File: config.mk
export PLATFORM = sky130hd
export DESIGN_NAME = countdown_round_controller
export DESIGN_NICKNAME = d
export VERILOG_FILES = /design/src/rtl/game_pkg.sv /design/src/rtl/countdown_round_controller_rise_detect.sv /design/src/rtl/countdown_round_controller.sv
export SDC_FILE = /design/constraint.sdc
export NUM_CORES = 1
export LEC_CHECK = 0
export BUFFER_PORTS_ARGS = -buffer_cell sky130_fd_sc_hd__buf_2
export CAP_MARGIN = 20
export CORE_MARGIN = 2
export CORE_UTILIZATION = 33
export CTS_CLUSTER_SIZE = 12
export DETAILED_ROUTE_END_ITERATION = 12
export PLACE_DENSITY_LB_ADDON = 0.2
export RECOVER_POWER = 25
export SYNTH_ARGS = -nofsm -noshare
export SYNTH_HDL_FRONTEND = slang
export SYNTH_SLANG_ARGS = --single-unit
File: constraint.sdc
create_clock -name clk -period 2 [get_ports clk]
set_input_delay 0.3 -clock clk [delete_from_list [all_inputs] [get_ports clk]]
set_output_delay 0.3 -clock clk [all_outputs]
set_load 0.005 [all_outputs]
File: src/rtl/game_pkg.sv
// Shared definitions for the reaction-game round controller.
//   - FSM state encoding (IDLE, GAP, ARM, RUN, DONE)
//   - round result codes reported on round_result
//   - nominal system clock frequency
package game_pkg;

   localparam int CLK_HZ = 100_000_000;

   localparam logic [2:0] S_IDLE = 3'd0;
   localparam logic [2:0] S_GAP  = 3'd1;
   localparam logic [2:0] S_ARM  = 3'd2;
   localparam logic [2:0] S_RUN  = 3'd3;
   localparam logic [2:0] S_DONE = 3'd4;

   typedef enum logic [1:0] {
      RES_NONE = 2'b00,
      RES_HIT  = 2'b01,
      RES_MISS = 2'b10,
      RES_FOUL = 2'b11
   } result_t;

endpackage

File: src/rtl/countdown_round_controller_rise_detect.sv
// Rising-edge detector used to turn the timer's level expiry flag into a
// single-cycle expire strobe.
// Ports:
//   clk   in  system clock
//   reset in  synchronous, active-high
//   d     in  level input
//   rise  out high for the first cycle d is seen high after being low
module rise_detect (
   input  logic clk,
   input  logic reset,
   input  logic d,
   output logic rise
);

   logic d_q;

   always_ff @(posedge clk) begin
      if (reset) d_q <= 1'b0;
      else       d_q <= d;
   end

   assign rise = d & ~d_q;

endmodule

File: src/rtl/countdown_round_controller.sv
// Round sequencer for the reaction game built on the random countdown timer.
// Waits an idle gap, arms the timer, classifies the first player hit against
// the live count, reports the round result when the timer expires and stops
// after the last round (or when lives run out).
// Optional feature: define LIVES_EN to enable the lives counter; otherwise
// lives reads 0 and every game runs all NUM_ROUNDS rounds.
// Ports:
//   clk, reset            clock and synchronous active-high reset
//   start                 1-cycle pulse, starts a game from IDLE/DONE
//   hit                   1-cycle pulse, player press
//   tmr_count             live timer count (0 when not counting)
//   tmr_gameover          timer expiry level
//   tmr_trigger           1-cycle arm pulse to the timer
//   round_num             current round (1-based, 0 after reset)
//   score                 successful rounds this game (saturating)
//   lives                 remaining lives
//   result_valid          1-cycle pulse when a round resolves
//   round_result          last round result code, held
//   busy                  high during GAP/ARM/RUN
//   game_over             high in DONE
module countdown_round_controller
   import game_pkg::*;
#(
   parameter int NUM_ROUNDS = 10,
   parameter int HIT_WINDOW = 2,
   parameter int GAP_CYCLES = 50_000_000,
   parameter int SCORE_W    = 4,
   parameter int MAX_LIVES  = 3
) (
   input  logic               clk,
   input  logic               reset,
   input  logic               start,
   input  logic               hit,
   input  logic [4:0]         tmr_count,
   input  logic               tmr_gameover,
   output logic               tmr_trigger,
   output logic [3:0]         round_num,
   output logic [SCORE_W-1:0] score,
   output logic [1:0]         lives,
   output logic               result_valid,
   output logic [1:0]         round_result,
   output logic               busy,
   output logic               game_over
);

   localparam int                 GAP_W      = (GAP_CYCLES > 1) ? $clog2(GAP_CYCLES) : 1;
   localparam logic [GAP_W-1:0]   GAP_LAST   = GAP_W'(GAP_CYCLES - 1);
   localparam logic [4:0]         HIT_LIMIT  = 5'(HIT_WINDOW);
   localparam logic [3:0]         LAST_ROUND = 4'(NUM_ROUNDS);
   localparam logic [SCORE_W-1:0] SCORE_MAX  = {SCORE_W{1'b1}};

   if (NUM_ROUNDS < 1 || NUM_ROUNDS > 15) begin : g_bad_rounds
      $error("NUM_ROUNDS out of range");
   end
   if (GAP_CYCLES < 1) begin : g_bad_gap
      $error("GAP_CYCLES must be at least 1");
   end
   if (SCORE_W < $clog2(NUM_ROUNDS + 1)) begin : g_bad_score
      $error("SCORE_W too narrow for NUM_ROUNDS");
   end
   if (MAX_LIVES < 1 || MAX_LIVES > 3) begin : g_bad_lives
      $error("MAX_LIVES out of range");
   end

   logic [2:0]       state;
   logic [GAP_W-1:0] gap_cnt;
   logic             resolved;
   logic             expire;
   logic             hit_ok;
   logic             res_now;
   logic             out_of_lives;
   result_t          res_code;

   rise_detect u_expire (
      .clk   (clk),
      .reset (reset),
      .d     (tmr_gameover),
      .rise  (expire)
   );

   // A round resolves on the first hit, or on expiry if nothing hit first.
   // A hit landing in the expiry cycle is still classified as a hit.
   always_comb begin
      hit_ok  = (tmr_count <= HIT_LIMIT);
      res_now = (state == S_RUN) && !resolved && (hit || expire);
      if (hit) res_code = hit_ok ? RES_HIT : RES_FOUL;
      else     res_code = RES_MISS;
   end

`ifdef LIVES_EN
   logic [1:0] lives_q;
   logic [1:0] lives_nx;
   logic       penalty;

   always_comb begin
      penalty  = res_now && (res_code != RES_HIT);
      lives_nx = (penalty && lives_q != 2'd0) ? lives_q - 2'd1 : lives_q;
   end

   always_ff @(posedge clk) begin
      if (reset)
         lives_q <= 2'd0;
      else if ((state == S_IDLE || state == S_DONE) && start)
         lives_q <= 2'(MAX_LIVES);
      else
         lives_q <= lives_nx;
   end

   // Evaluated only at expiry; includes a penalty taken in that same cycle.
   assign out_of_lives = (lives_nx == 2'd0);
   assign lives        = lives_q;
`else
   assign out_of_lives = 1'b0;
   assign lives        = 2'd0;
`endif

   always_ff @(posedge clk) begin
      if (reset) begin
         state        <= S_IDLE;
         gap_cnt      <= '0;
         resolved     <= 1'b0;
         round_num    <= 4'd0;
         score        <= '0;
         round_result <= RES_NONE;
         result_valid <= 1'b0;
      end else begin
         result_valid <= 1'b0;

         if (res_now) begin
            round_result <= res_code;
            resolved     <= 1'b1;
         end
         if (res_now && hit && hit_ok && score != SCORE_MAX)
            score <= score + SCORE_W'(1);

         case (state)
            S_IDLE, S_DONE: begin
               if (start) begin
                  round_num    <= 4'd1;
                  score        <= '0;
                  round_result <= RES_NONE;
                  gap_cnt      <= '0;
                  state        <= S_GAP;
               end
            end
            S_GAP: begin
               if (gap_cnt == GAP_LAST) begin
                  gap_cnt <= '0;
                  state   <= S_ARM;
               end else begin
                  gap_cnt <= gap_cnt + GAP_W'(1);
               end
            end
            S_ARM: begin
               resolved <= 1'b0;
               state    <= S_RUN;
            end
            S_RUN: begin
               if (expire) begin
                  result_valid <= 1'b1;
                  if (round_num == LAST_ROUND || out_of_lives) begin
                     state <= S_DONE;
                  end else begin
                     round_num <= round_num + 4'd1;
                     gap_cnt   <= '0;
                     state     <= S_GAP;
                  end
               end
            end
            default: state <= S_IDLE;
         endcase
      end
   end

   assign tmr_trigger = (state == S_ARM);
   assign busy        = (state == S_GAP) || (state == S_ARM) || (state == S_RUN);
   assign game_over   = (state == S_DONE);

endmodule

### After elaboration in Yosys (flattened, before gate mapping)

Index checks and enable logic that the tools add are counted.

| word-level totals | value |
|---|---|
| flip-flop bits (word level) | 42 |
| bits of input ports | 10 |
| output and inout port bits | 16 |
| word-level logic and storage cells | 67 |

| operators by class | value |
|---|---|
| $add $sub $neg | 3 |
| $lt $le $gt $ge | 1 |
| equality and inequality tests | 11 |
| multiplexer cells | 23 |
| bitwise logic cells | 3 |
| reductions and logical operators | 18 |

Operators by type and width:

| cell | number |
|---|---|
| 26-bit two-way mux | 4 |
| 26-bit one-hot mux with 3 select lines | 1 |
| 26-bit by 1-bit adder with 26-bit output (second input constant) | 1 |
| 26-bit equality test (second input constant) | 1 |
| 4-bit two-way mux | 6 |
| 3-bit two-way mux | 4 |
| 3-bit one-hot mux with 4 select lines | 1 |
| 2-bit two-way mux | 5 |
| 4-bit by 1-bit adder with 4-bit output (second input constant) | 2 |
| 2-bit != test (second input constant) | 4 |
| 4-bit one-hot mux with 2 select lines | 1 |
| 4-bit AND reduction | 2 |
| 3-bit by 2-bit equality test with 1-bit output (second input constant) | 2 |
| 2-bit OR reduction | 3 |
| 5-bit by 2-bit <= comparator with 1-bit output (second input constant) | 1 |
| 1-bit logical AND | 5 |
| 4-bit equality test (second input constant) | 1 |
| 4-bit != test (second input constant) | 1 |
| 3-bit by 1-bit equality test with 1-bit output (second input constant) | 1 |
| 3-bit equality test (second input constant) | 1 |
| 3-bit logical NOT | 1 |
| 1-bit logical OR | 3 |
| 3-bit AND reduction | 1 |
| 3-bit nonzero test | 1 |
| other kinds (5) | 6 |

### Longest topological paths before layout

Gate-level depths: netlist of run 1.

| logic depth | value |
|---|---|
| depth after elaboration | 10 |
| mapped depth | 8 |
| mapped depth without buffers | 7 |

### Hierarchy

Synthesis of run 1 repeated with hierarchy kept, for this count alone.

| unflattened totals | value |
|---|---|
| cell total of the unflattened synthesis | 254 |
| area, all modules | 2160.8 sq um |

Modules (own cells, without submodules):

| module | instances | cells each | area each (sq um) | seq. area each (sq um) |
|---|---|---|---|---|
| countdown_round_controller | 1 | 251 | 2113.3 | 820.8 |
| rise_detect | 1 | 3 | 47.5 | 20.0 |

### Worst setup path after synthesis of run 1

Ideal clock, no wire load.

| timing path | value |
|---|---|
| path type | register to register |
| start point | reg round_num[0] |
| end point | reg gap_cnt[14] |
| setup time | 70 ps |
| arrival | 1807 ps |
| data required time | 1930 ps |
| setup slack | 123 ps |
| cell stages (with the launch flop) | 8 |
| buffers on the path | 0 |
| clock period less this slack | 1877 ps |
| cell sequence | dfxtp_1 -> inv_1 -> ha_1 -> and3b_4 -> nor3_4 -> o2111ai_2 -> or3_1 -> a21oi_1 |

| between the ends | value |
|---|---|
| word-level cells in the longest chain between the ends | 3 |

RTL lines:

| item | line | source |
|---|---|---|
| from (decl) | countdown_round_controller.sv:37 | `output logic [3:0] round_num,` |
| from (signal assigned) | countdown_round_controller.sv:164 | `round_num <= round_num + 4'd1;` |
| 4-bit equality test | countdown_round_controller.sv:161 | `if (round_num == LAST_ROUND \|\| out_of_lives) begin` |
| 2-bit != test (no source line) | n/a |  |
| 4-bit AND reduction (no source line) | n/a |  |
| to (signal assigned) | countdown_round_controller.sv:151 | `gap_cnt <= gap_cnt + GAP_W'(1);` |
| to (decl) | countdown_round_controller.sv:66 | `logic [GAP_W-1:0] gap_cnt;` |

No other way between the ends.
A chain may end at the register's enable or synchronous reset.

### Worst setup path after layout of run 1

| timing path | value |
|---|---|
| start point | reg round_num[1] |
| end point | reg gap_cnt[6] |

Same word-level chain as after synthesis.

==> results of run 1 <==
flip-flops by register name (all words and copies together) (netlist names):
signal        flops
u_expire.d_q      1
resolved          1
score             4
round_result      2
result_valid      1
round_num         4
gap_cnt          26
state             3
layout make-up:
class,instances,share of cell area
clock buffer,7,0.0344
clock inverter,1,0.00199
inverter,4,0.00598
multi-input combinational,180,0.484
sequential,42,0.335
tap,75,0.0374
timing repair buffer,39,0.101
cell families (layout without fill, tap and decap cells):
group,after synthesis,in the layout
muxes,1,1
buffers and inverters,14,51
xor gates and xnor gates,20,20
and+or+nand+nor,99,99
AOI/OAI and AO/OA,54,54
DFF,42,42
adders and majority gates,4,4
other,1,2
critical path, stage by stage, from the launching register on:
cell and delay, ps:
dfxtp_1 410, ha_1 180, and3b_4 240, nor3_4 60
buf_12 140, buf_4 130, buf_4 130, nor2_1 190
a21oi_1 70, a211oi_1 220
how the worst min path moves through the flow:
stage / slack (ps) / start / depth (start not counted) / to
2_1_floorplan: 430 / tmr_gameover / 1 / u_expire.d_q
3_3_place_gp: 460 / gap_cnt[1] / 2 / gap_cnt[1]
3_5_place_dp: 480 / gap_cnt[1] / 2 / gap_cnt[1]
4_1_cts: 260 / tmr_gameover / 2 / u_expire.d_q
5_1_grt: 270 / tmr_gameover / 2 / u_expire.d_q
6_report: 270 / tmr_gameover / 2 / u_expire.d_q
cell usage after synthesis (2+ instances only):
master,number,area share
xor2_1,19,0.080
nor3_1,6,0.014
and2_1,2,0.0060
a21o_1,2,0.0072
nor2b_1,2,0.0060
o2111ai_2,2,0.014
and4_1,3,0.013
nand2b_1,4,0.012
dfxtp_1,42,0.40
inv_1,4,0.0072
nor2_1,32,0.058
nand3_1,6,0.014
o2111ai_1,5,0.021
clkbuf_1,3,0.0054
ha_1,4,0.024
o211ai_1,6,0.022
o21ai_0,10,0.024
buf_2,5,0.012
and3_1,8,0.024
buf_4,2,0.0072
a21oi_1,16,0.038
o21ai_1,3,0.0072
or3_1,9,0.027
and4b_1,2,0.0096
nand2_1,10,0.018
nand4_1,5,0.015
cells in the final DEF (no fill, tap or decap), drive strengths merged, types with 2 or more instances in the layout:
master and n:
dfxtp 42, buf 33, nor2 32, xor2 19
a21oi 17, o21ai 13, clkbuf 13, nand2 10
or3 9, and3 8, nor3 8, o2111ai 7
nand3 6, o211ai 6, nand4 5, nand2b 5
inv 4, ha 4, and4 4, and2 2
and4b 2, nor2b 2, a21o 2, conb 2
stage by stage:
| stage | area [um2] | worst slack (ps) |
|---|---|---|
| 2_1_floorplan | 2090 | 123 |
| 3_3_place_gp | 2340 | 146 |
| 3_5_place_dp | 2340 | 69.3 |
| 4_1_cts | 2430 | 47.5 |
| 5_1_grt | 2510 | 17.3 |
| 6_report | 2510 | 138 |
timing repair:
item | in CTS | in global routing
endpoints found under the setup margin | 0 | 6
setup buffers | 0 | 5
gates resized for setup | 0 | 4
routing by layer:
layer / part of all wire / wire length [um] / GRT usage / vias to the layer above
met5: 0 / 0 / 0 / -
met4: 0.0091 / 40 / 0.0381 / 0
met3: 0.035 / 156 / 0.0297 / 5
met2: 0.44 / 1940 / 0.198 / 26
met1: 0.52 / 2280 / 0.164 / 828
li1: - / - / - / 928
power by group:
| group | switching [mW] | total (mW) | internal (mW) |
|---|---|---|---|
| clock network | 0.287 | 0.566 | 0.279 |
| registers | 0.00882 | 0.853 | 0.845 |
| logic | 0.0796 | 0.133 | 0.0537 |
==> out/results.txt, run 1 <==
largest net degree at the start of global routing = 26
Slew Viols, Final = 0
Crit. Startpoint = round_num[1]
FF-to-FF Start = round_num[1]
Main synth FF type = dfxtp_1
number of global-route vias before repair = 1606
cells on worst reg2reg path = 9
Layout Nets = 286
initial core utilization = 0.347
Core Util, Final = 0.417
VDD IR-drop max = 0.299 mV
max_cap viols = 0
hold_buf cts = 0
Die X = 83.6 um
setup TNS = 0 ps
PwrDens = 619 mW/mm2
DRT iter0 DRCs = 55
GPL Wtd Cong = 0.760
Critical Path End Type = register
synthesized area = 0.00209 mm2
clk root buf = clkbuf_8
Crit path required time = 2200 ps
# diodes = 0
Vias = 1787
syn avg cell area = 8.89 um2
maximum clock path buffer count = 2
layout cells sized above 1 = 0.190
Reg clk slew, reported paths = 80 ps
CTS H-tree depth = 2
Filler cells = 630
Post-synth ARST share = 0
die area = 0.00698 mm2
total track usage = 0.123
WL/cell = 12.7 um
total CTS buffers = 5
WS Path Type = reg2reg
die height = 83.6 um
Max Fclk = 0.537 GHz
mux cell area share after synthesis = 0.00479
HP Class = in2reg
PortBufs = 23
Critical path destination = gap_cnt[6]
initial antenna violation count = 0
first-pass GRT wire length = 7310 um
drt pass-1 iters = 4
sequential element share of the synthesized area = 0.403
Post-synth EDFFs = 0
flops & latches, synth = 42
post-synthesis adder-cell area fraction = 0.0240
area occupied by multi-input gates = 0.00121 mm2
RR Endpoint = gap_cnt[6]
Leakage = 0.964 nW
skew final = 7.30 ps
RSZ-0062 raised after global routing = false
Skew-Pair Late Insertion Delay = 290 ps
post-route minimum period = 1860 ps
fin crit share = 0.931
Final Routed Wirelength = 4410 um
setup slack, reg-to-reg = 140 ps
fin cells = 348
I/O pin total = 26
CTS Sinks = 42
global route total overflow = 0
Antenna Nets Post-Route = 0
Core ar. = 0.00603 mm2
DP HPWL = 3030 um
status = complete, no violations
CTS tree = done
# setup viols final = 0
row count = 28
Arr. time, crit path = 2070 ps
Warnings, synthesis = 0
drt drc = 0
simple logic cell fraction of the synthesized area = 0.265
max_slew headroom = 0.593
Final Hold Vio Count = 0
Synth Area in XOR/XNOR = 0.0839
crit-path max FO = 6
Post-Place Cells = 334
Cell variety after synth = 49
power after layout = 1.55 mW
WHS = 266 ps
post-synthesis compound-gate area fraction = 0.186
Slew @ Worst Pin = 611 ps
main combinational cell family by area after synthesis = simple AND/OR/NAND/NOR gates
Area Overhead vs Synth = 20.2%
Seq. cell area = 842 um2
via/cell ratio = 5.14
Syn Inst Count = 235
CP Launch Type = register
(Power assumes the default switching activity.)
==> inputs of run 2 (changes only) <==
- MAX_ROUTING_LAYER: not set -> met4
- REMOVE_ABC_BUFFERS: not set -> 1
==> run 2 against run 1 <==
Clock power decreased by 0.9%. Highest routed layer unchanged. Largest cell class unchanged. Setup slack worse by 11 ps. Sequential power about the same.
==> out/results.txt, run 2 (same netlist as run 1, synthesis figures left out) <==
Reg clk slew, reported paths = 90 ps (about the same)
Critical Path End Type = primary output
Max Fclk = 0.534 GHz (-0.58%)
Final Hold Vio Count = 0 (unchanged)
drt drc = 0 (unchanged)
Layout Nets = 284 (-0.70%)
most frequent cells in the layout = dfxtp_1 (41), nor2_1 (32), xor2_1 (19)
PortBufs = 23 (unchanged)
WS Path Type = reg2out
Vias = 1811 (+1.3%)
Post-Layout Inst Area = 0.00245 mm2 (-2.4%)
PwrDens = 629 mW/mm2 (+1.7%)
Skew-Pair Late Insertion Delay = 290 ps (about the same)
Seq. cell area = 842 um2 (unchanged)
hold_buf cts = 0 (unchanged)
die area = 0.00698 mm2 (unchanged)
Core ar. = 0.00603 mm2 (unchanged)
CP Launch Type = register
GPL Wtd Cong = 0.752 (-1.1%)
largest net degree at the start of global routing = 26 (unchanged)
RSZ-0062 raised after global routing = false
WL/cell = 13.5 um (+6.6%)
# diodes = 0 (unchanged)
slowest library cell on the worst path = dfxtp_1
placed cell area = 0.00235 mm2 (+0.43%)
status = complete, no violations
Crit path required time = 1700 ps (-500 ps)
CTS tree = done
VDD IR-drop max = 0.322 mV (+7.4%)
first-pass GRT wire length = 8010 um (+9.6%)
max_cap viols = 0 (unchanged)
most common cell after layout, fill and taps aside = dfxtp_1
Final Routed Wirelength = 4670 um (+6.0%)
via/cell ratio = 5.23 (+1.9%)
die height = 83.6 um (unchanged)
fin crit share = 0.936 (+0.00547)
drt pass-1 iters = 4 (unchanged)
Slew Viols, Final = 0 (unchanged)
slowest stage delay, CP = 500 ps (+90 ps)
total CTS buffers = 5 (unchanged)
skew final = 11.8 ps (+4.45 ps)
DRT iter0 DRCs = 65 (+18%)
area occupied by multi-input gates = 0.00120 mm2 (-1.4%)
crit-path max FO = 7 (+1)
Area Overhead vs Synth = 17.3%
Slew @ Worst Pin = 589 ps (-21.5 ps)
number of global-route vias before repair = 1676 (+4.4%)
Filler cells = 625 (-0.79%)
max FFs per register = 26 (unchanged)
# setup viols final = 0 (unchanged)
row count = 28 (unchanged)
DP HPWL = 3270 um (+7.9%)
largest registers = gap_cnt x26, round_num x4, score x4
Die X = 83.6 um (unchanged)
HP Class = in2reg
total track usage = 0.139 (+0.0155)
maximum clock path buffer count = 2 (unchanged)
layout cells sized above 1 = 0.173 (-0.0170)
post-route minimum period = 1870 ps (+10.9 ps)
initial core utilization = 0.347 (unchanged)
CP cell instances = clkbuf_1 > inv_1 > nor3_1 > buf_2
Arr. time, crit path = 1570 ps (-500 ps)
largest reg by FF count = gap_cnt
global route total overflow = 0 (unchanged)
initial antenna violation count = 0 (unchanged)
CTS H-tree depth = 2 (unchanged)
Antenna Nets Post-Route = 0 (unchanged)
Leakage = 0.909 nW (-5.8%)
max_slew headroom = 0.607 (+0.0143)
clk root buf = clkbuf_8
power after layout = 1.54 mW (-0.79%)
CTS Sinks = 42 (unchanged)
I/O pin total = 26 (unchanged)
setup slack, reg-to-reg = 150 ps (about the same)
## run 2: layer usage
metal  up-vias  global-route usage  share of wire  wire, um
met3         2              0.0336          0.036       169
met4         0              0.0176         0.0045        21
met1       851               0.186           0.51      2400
li1        932                   -              -         -
met2        26               0.219           0.45      2090
met5         -                   -              0         0
## run 2: critical path: cells and delay by family (launching register included)
kind                   cells  cell delay, ps
buffers and inverters      3             490
flip-flops                 1             500
AND/OR/NAND/NOR            1             290
## run 2: path summary, 6_finish.rpt
path,from,to,cells after the start
max,state[1],tmr_trigger,4
min,tmr_gameover,u_expire.d_q,2
max reg2reg,state[2],gap_cnt[24],5
min reg2reg,gap_cnt[1],gap_cnt[1],2
## run 2: area by class of cell
cell class	count	share of cell area
Multi-Input combinational cell	180	0.489
Sequential cell	42	0.344
Timing Repair Buffer	37	0.0864
Tap cell	75	0.0383
Clock buffer	5	0.0281
Clock inverter	3	0.00869
Inverter	4	0.00613
## run 2: what timing repair did
item | in CTS | in global routing
setup endpoints to repair | 0 | 25
resized for setup | 0 | 2
buffers inserted | 0 | 1
## run 2: metrics by stage
step | worst slack [ps] | std cells | util | hold WS (ps) | setup TNS (ps)
after global routing | 21.9 | 346 | 0.406 | 241 | 0
after global placement | 97.4 | 337 | 0.390 | 463 | 0
after floorplan | -42.5 | 226 | - | 369 | -180
final | 127 | 346 | 0.406 | 247 | 0
after CTS | 14.6 | 345 | 0.404 | 240 | 0
after detailed placement | 39.1 | 337 | 0.390 | 468 | 0
## run 2: power breakdown
part | switching [mW] | leakage (nW) | total (mW) | internal (mW)
logic | 0.0792 | 0.525 | 0.126 | 0.0469
clock network | 0.315 | 0.0441 | 0.561 | 0.246
registers | 0.00881 | 0.339 | 0.853 | 0.845
total | 0.403 | 0.909 | 1.54 | 1.14
==> inputs of run 3 (changes only) <==
==> constraint.sdc (replaced) <==
create_clock -name clk -period 2 [get_ports clk]
set_input_delay 0 -clock clk [delete_from_list [all_inputs] [get_ports clk]]
set_output_delay 0 -clock clk [all_outputs]
set_load 0.005 [all_outputs]
==> run 3 against run 2 <==
Global-route usage down 0.75 points. Critical path type is now reg2reg. Power increased by 8.0%. Cell area rose by 1.3%. Wire length shrank 9.8%. Largest power group unchanged.
==> out/results.txt, run 3 (same netlist as run 1, synthesis figures left out) <==
global routing usage on met3 = 0.0326 (-0.000989)
Max Fclk = 0.551 GHz (+3.2%)
status = complete, no violations
die area = 0.00698 mm2 (unchanged)
cell depth of the worst setup path = 8 (+4)
I/O pin total = 26 (unchanged)
FF-to-FF Start = round_num[0]
total track usage = 0.131 (-0.00751)
Crit path required time = 2230 ps (+530 ps)
initial core utilization = 0.347 (unchanged)
slowest stage delay, CP = 360 ps (-140 ps)
drt drc = 0 (unchanged)
Critical Path End Type = register
via/cell ratio = 5.02 (-4.1%)
max_cap viols = 0 (unchanged)
initial antenna violation count = 0 (unchanged)
maximum clock path buffer count = 2 (unchanged)
max FFs per register = 26 (unchanged)
largest net degree at the start of global routing = 26 (unchanged)
DP HPWL = 3100 um (-5.3%)
Setup WS pre-CTS = 35.7 ps (-3.50 ps)
VDD IR-drop max = 0.315 mV (-2.0%)
row count = 28 (unchanged)
Worst Slack Setup Final = 185 ps (+58.2 ps)
M2 GR Usage = 0.189 (-0.0301)
PwrDens = 671 mW/mm2 (+6.6%)
RSZ-0062 raised after global routing = false
Final Hold Vio Count = 0 (unchanged)
RR Endpoint = gap_cnt[14]
number of global-route vias before repair = 1596 (-4.8%)
crit-path max FO = 8 (+1)
largest reg by FF count = gap_cnt
most common cell after layout, fill and taps aside = dfxtp_1
DRT iter0 DRCs = 55 (-15%)
Slew Viols, Final = 0 (unchanged)
layout cells sized above 1 = 0.177 (+0.00369)
Layout Nets = 285 (+0.35%)
setup slack, reg-to-reg = 190 ps (+40 ps)
Filler cells = 636 (+1.8%)
Arr. time, crit path = 2040 ps (+470 ps)
GPL Wtd Cong = 0.755 (+0.44%)
Core ar. = 0.00603 mm2 (unchanged)
# diodes = 0 (unchanged)
busiest grt layer = met2
Skew-Pair Late Insertion Delay = 300 ps (about the same)
# setup viols final = 0 (unchanged)
power after layout = 1.66 mW (+8.0%)
largest registers = gap_cnt x26, round_num x4, score x4
Die X = 83.6 um (unchanged)
CP Launch Type = register
CP cell instances = inv_1 > ha_1 > and3b_4 > nor3_4 > buf_12 > o2111ai_2 > or3_1 > a21oi_1
CTS tree = done
Leakage = 0.939 nW (+3.4%)
skew final = 6.87 ps (-4.88 ps)
most frequent cells in the layout = dfxtp_1 (41), nor2_1 (32), xor2_1 (19), buf_2 (19), a21oi_1 (16)
WL/cell = 12.2 um (-9.8%)
global route total overflow = 0 (unchanged)
cells on worst reg2reg path = 8 (+3)
Critical path destination = gap_cnt[14]
Vias = 1737 (-4.1%)
HP Class = in2reg
Reg clk slew, reported paths = 80 ps (about the same)
number of buffers and inverters on the critical path = 2 (-1)
delay-heaviest family, CP = simple AND/OR/NAND/NOR gates
fin crit share = 0.907 (-0.0291)
post-route minimum period = 1810 ps (-58.2 ps)
die height = 83.6 um (unchanged)
first-pass GRT wire length = 7380 um (-7.9%)
Antenna Nets Post-Route = 0 (unchanged)
CTS H-tree depth = 2 (unchanged)
Area Overhead vs Synth = 18.8%
WS Path Type = reg2reg
Post-Layout Inst Area = 0.00248 mm2 (+1.3%)
clk root buf = clkbuf_8
CTS Sinks = 42 (unchanged)
Crit. Startpoint = round_num[0]
drt pass-1 iters = 4 (unchanged)
WHS = 36.8 ps (-211 ps)
slowest library cell on the worst path = or3_1
GR Layer Usage met1 = 0.176 (-0.0106)
placed cell area = 0.00234 mm2 (-0.32%)
total CTS buffers = 5 (unchanged)
Final Routed Wirelength = 4220 um (-9.8%)
PortBufs = 23 (unchanged)
-- run 3: changes by cell type in the layout (fill, tap and decap cells not counted), sizes merged --
cell	before	now
clkbuf	14	12
clkinvlp	1	0
buf	28	30
dlygate4sd3	0	2
clkinv	2	0
bufinv	0	1
-- run 3: worst min-delay path by stage --
stage / startpoint / end / slack [ps] / cells after the start
2_1_floorplan: reset / state[1] / 70 / 1
4_1_cts: reset / round_num[0] / 30 / 2
3_5_place_dp: tmr_gameover / u_expire.d_q / 250 / 2
6_report: reset / round_num[0] / 40 / 2
5_1_grt: reset / round_num[0] / 50 / 2
3_3_place_gp: tmr_gameover / u_expire.d_q / 240 / 2
-- run 3: report_power, final --
part	leakage (nW)	internal [mW]	switching, mW
registers	0.339	0.845	0.00876
logic	0.542	0.0497	0.0738
clock network	0.0573	0.399	0.288
-- run 3: metal layers --
| metal | wire, um | part of all wire |
|---|---|---|
| met5 | 0 | 0 |
| met4 | 80 | 0.019 |
| met3 | 194 | 0.046 |
| met2 | 1800 | 0.43 |
| met1 | 2140 | 0.51 |
-- run 3: final cells by class --
type,instances,area [um2],area share
repair buffers,38,233,0.0938
flip-flops and latches,42,842,0.339
clock buffers,6,82.6,0.0333
clock inverters,1,30.0,0.0121
multi-input cells,180,1180,0.478
well taps,75,93.8,0.0378
inverters,4,15.0,0.00605
-- run 3: through the flow --
step | instances | TNS [ps] | util
floorplan | 226 | -180 | -
detailed placement | 336 | 0 | 0.388
CTS | 345 | 0 | 0.410
global route | 346 | 0 | 0.412
finish | 346 | 0 | 0.412
global placement | 336 | 0 | 0.388
-- run 3: repair_timing --
| action | CTS | global route |
|---|---|---|
| resized for setup | 0 | 1 |
| endpoints found under the hold margin | 2 | 0 |
| hold buffers | 2 | 0 |
| setup buffers | 0 | 1 |
| endpoints found under the setup margin | 0 | 19 |
-- run 3: worst reg2reg max path: stages, from the launching register on --
cell and delay, ps:
dfxtp_1 340, inv_1 50, ha_1 180, and3b_4 200
nor3_4 150, buf_12 150, o2111ai_2 180, or3_1 360
a21oi_1 140
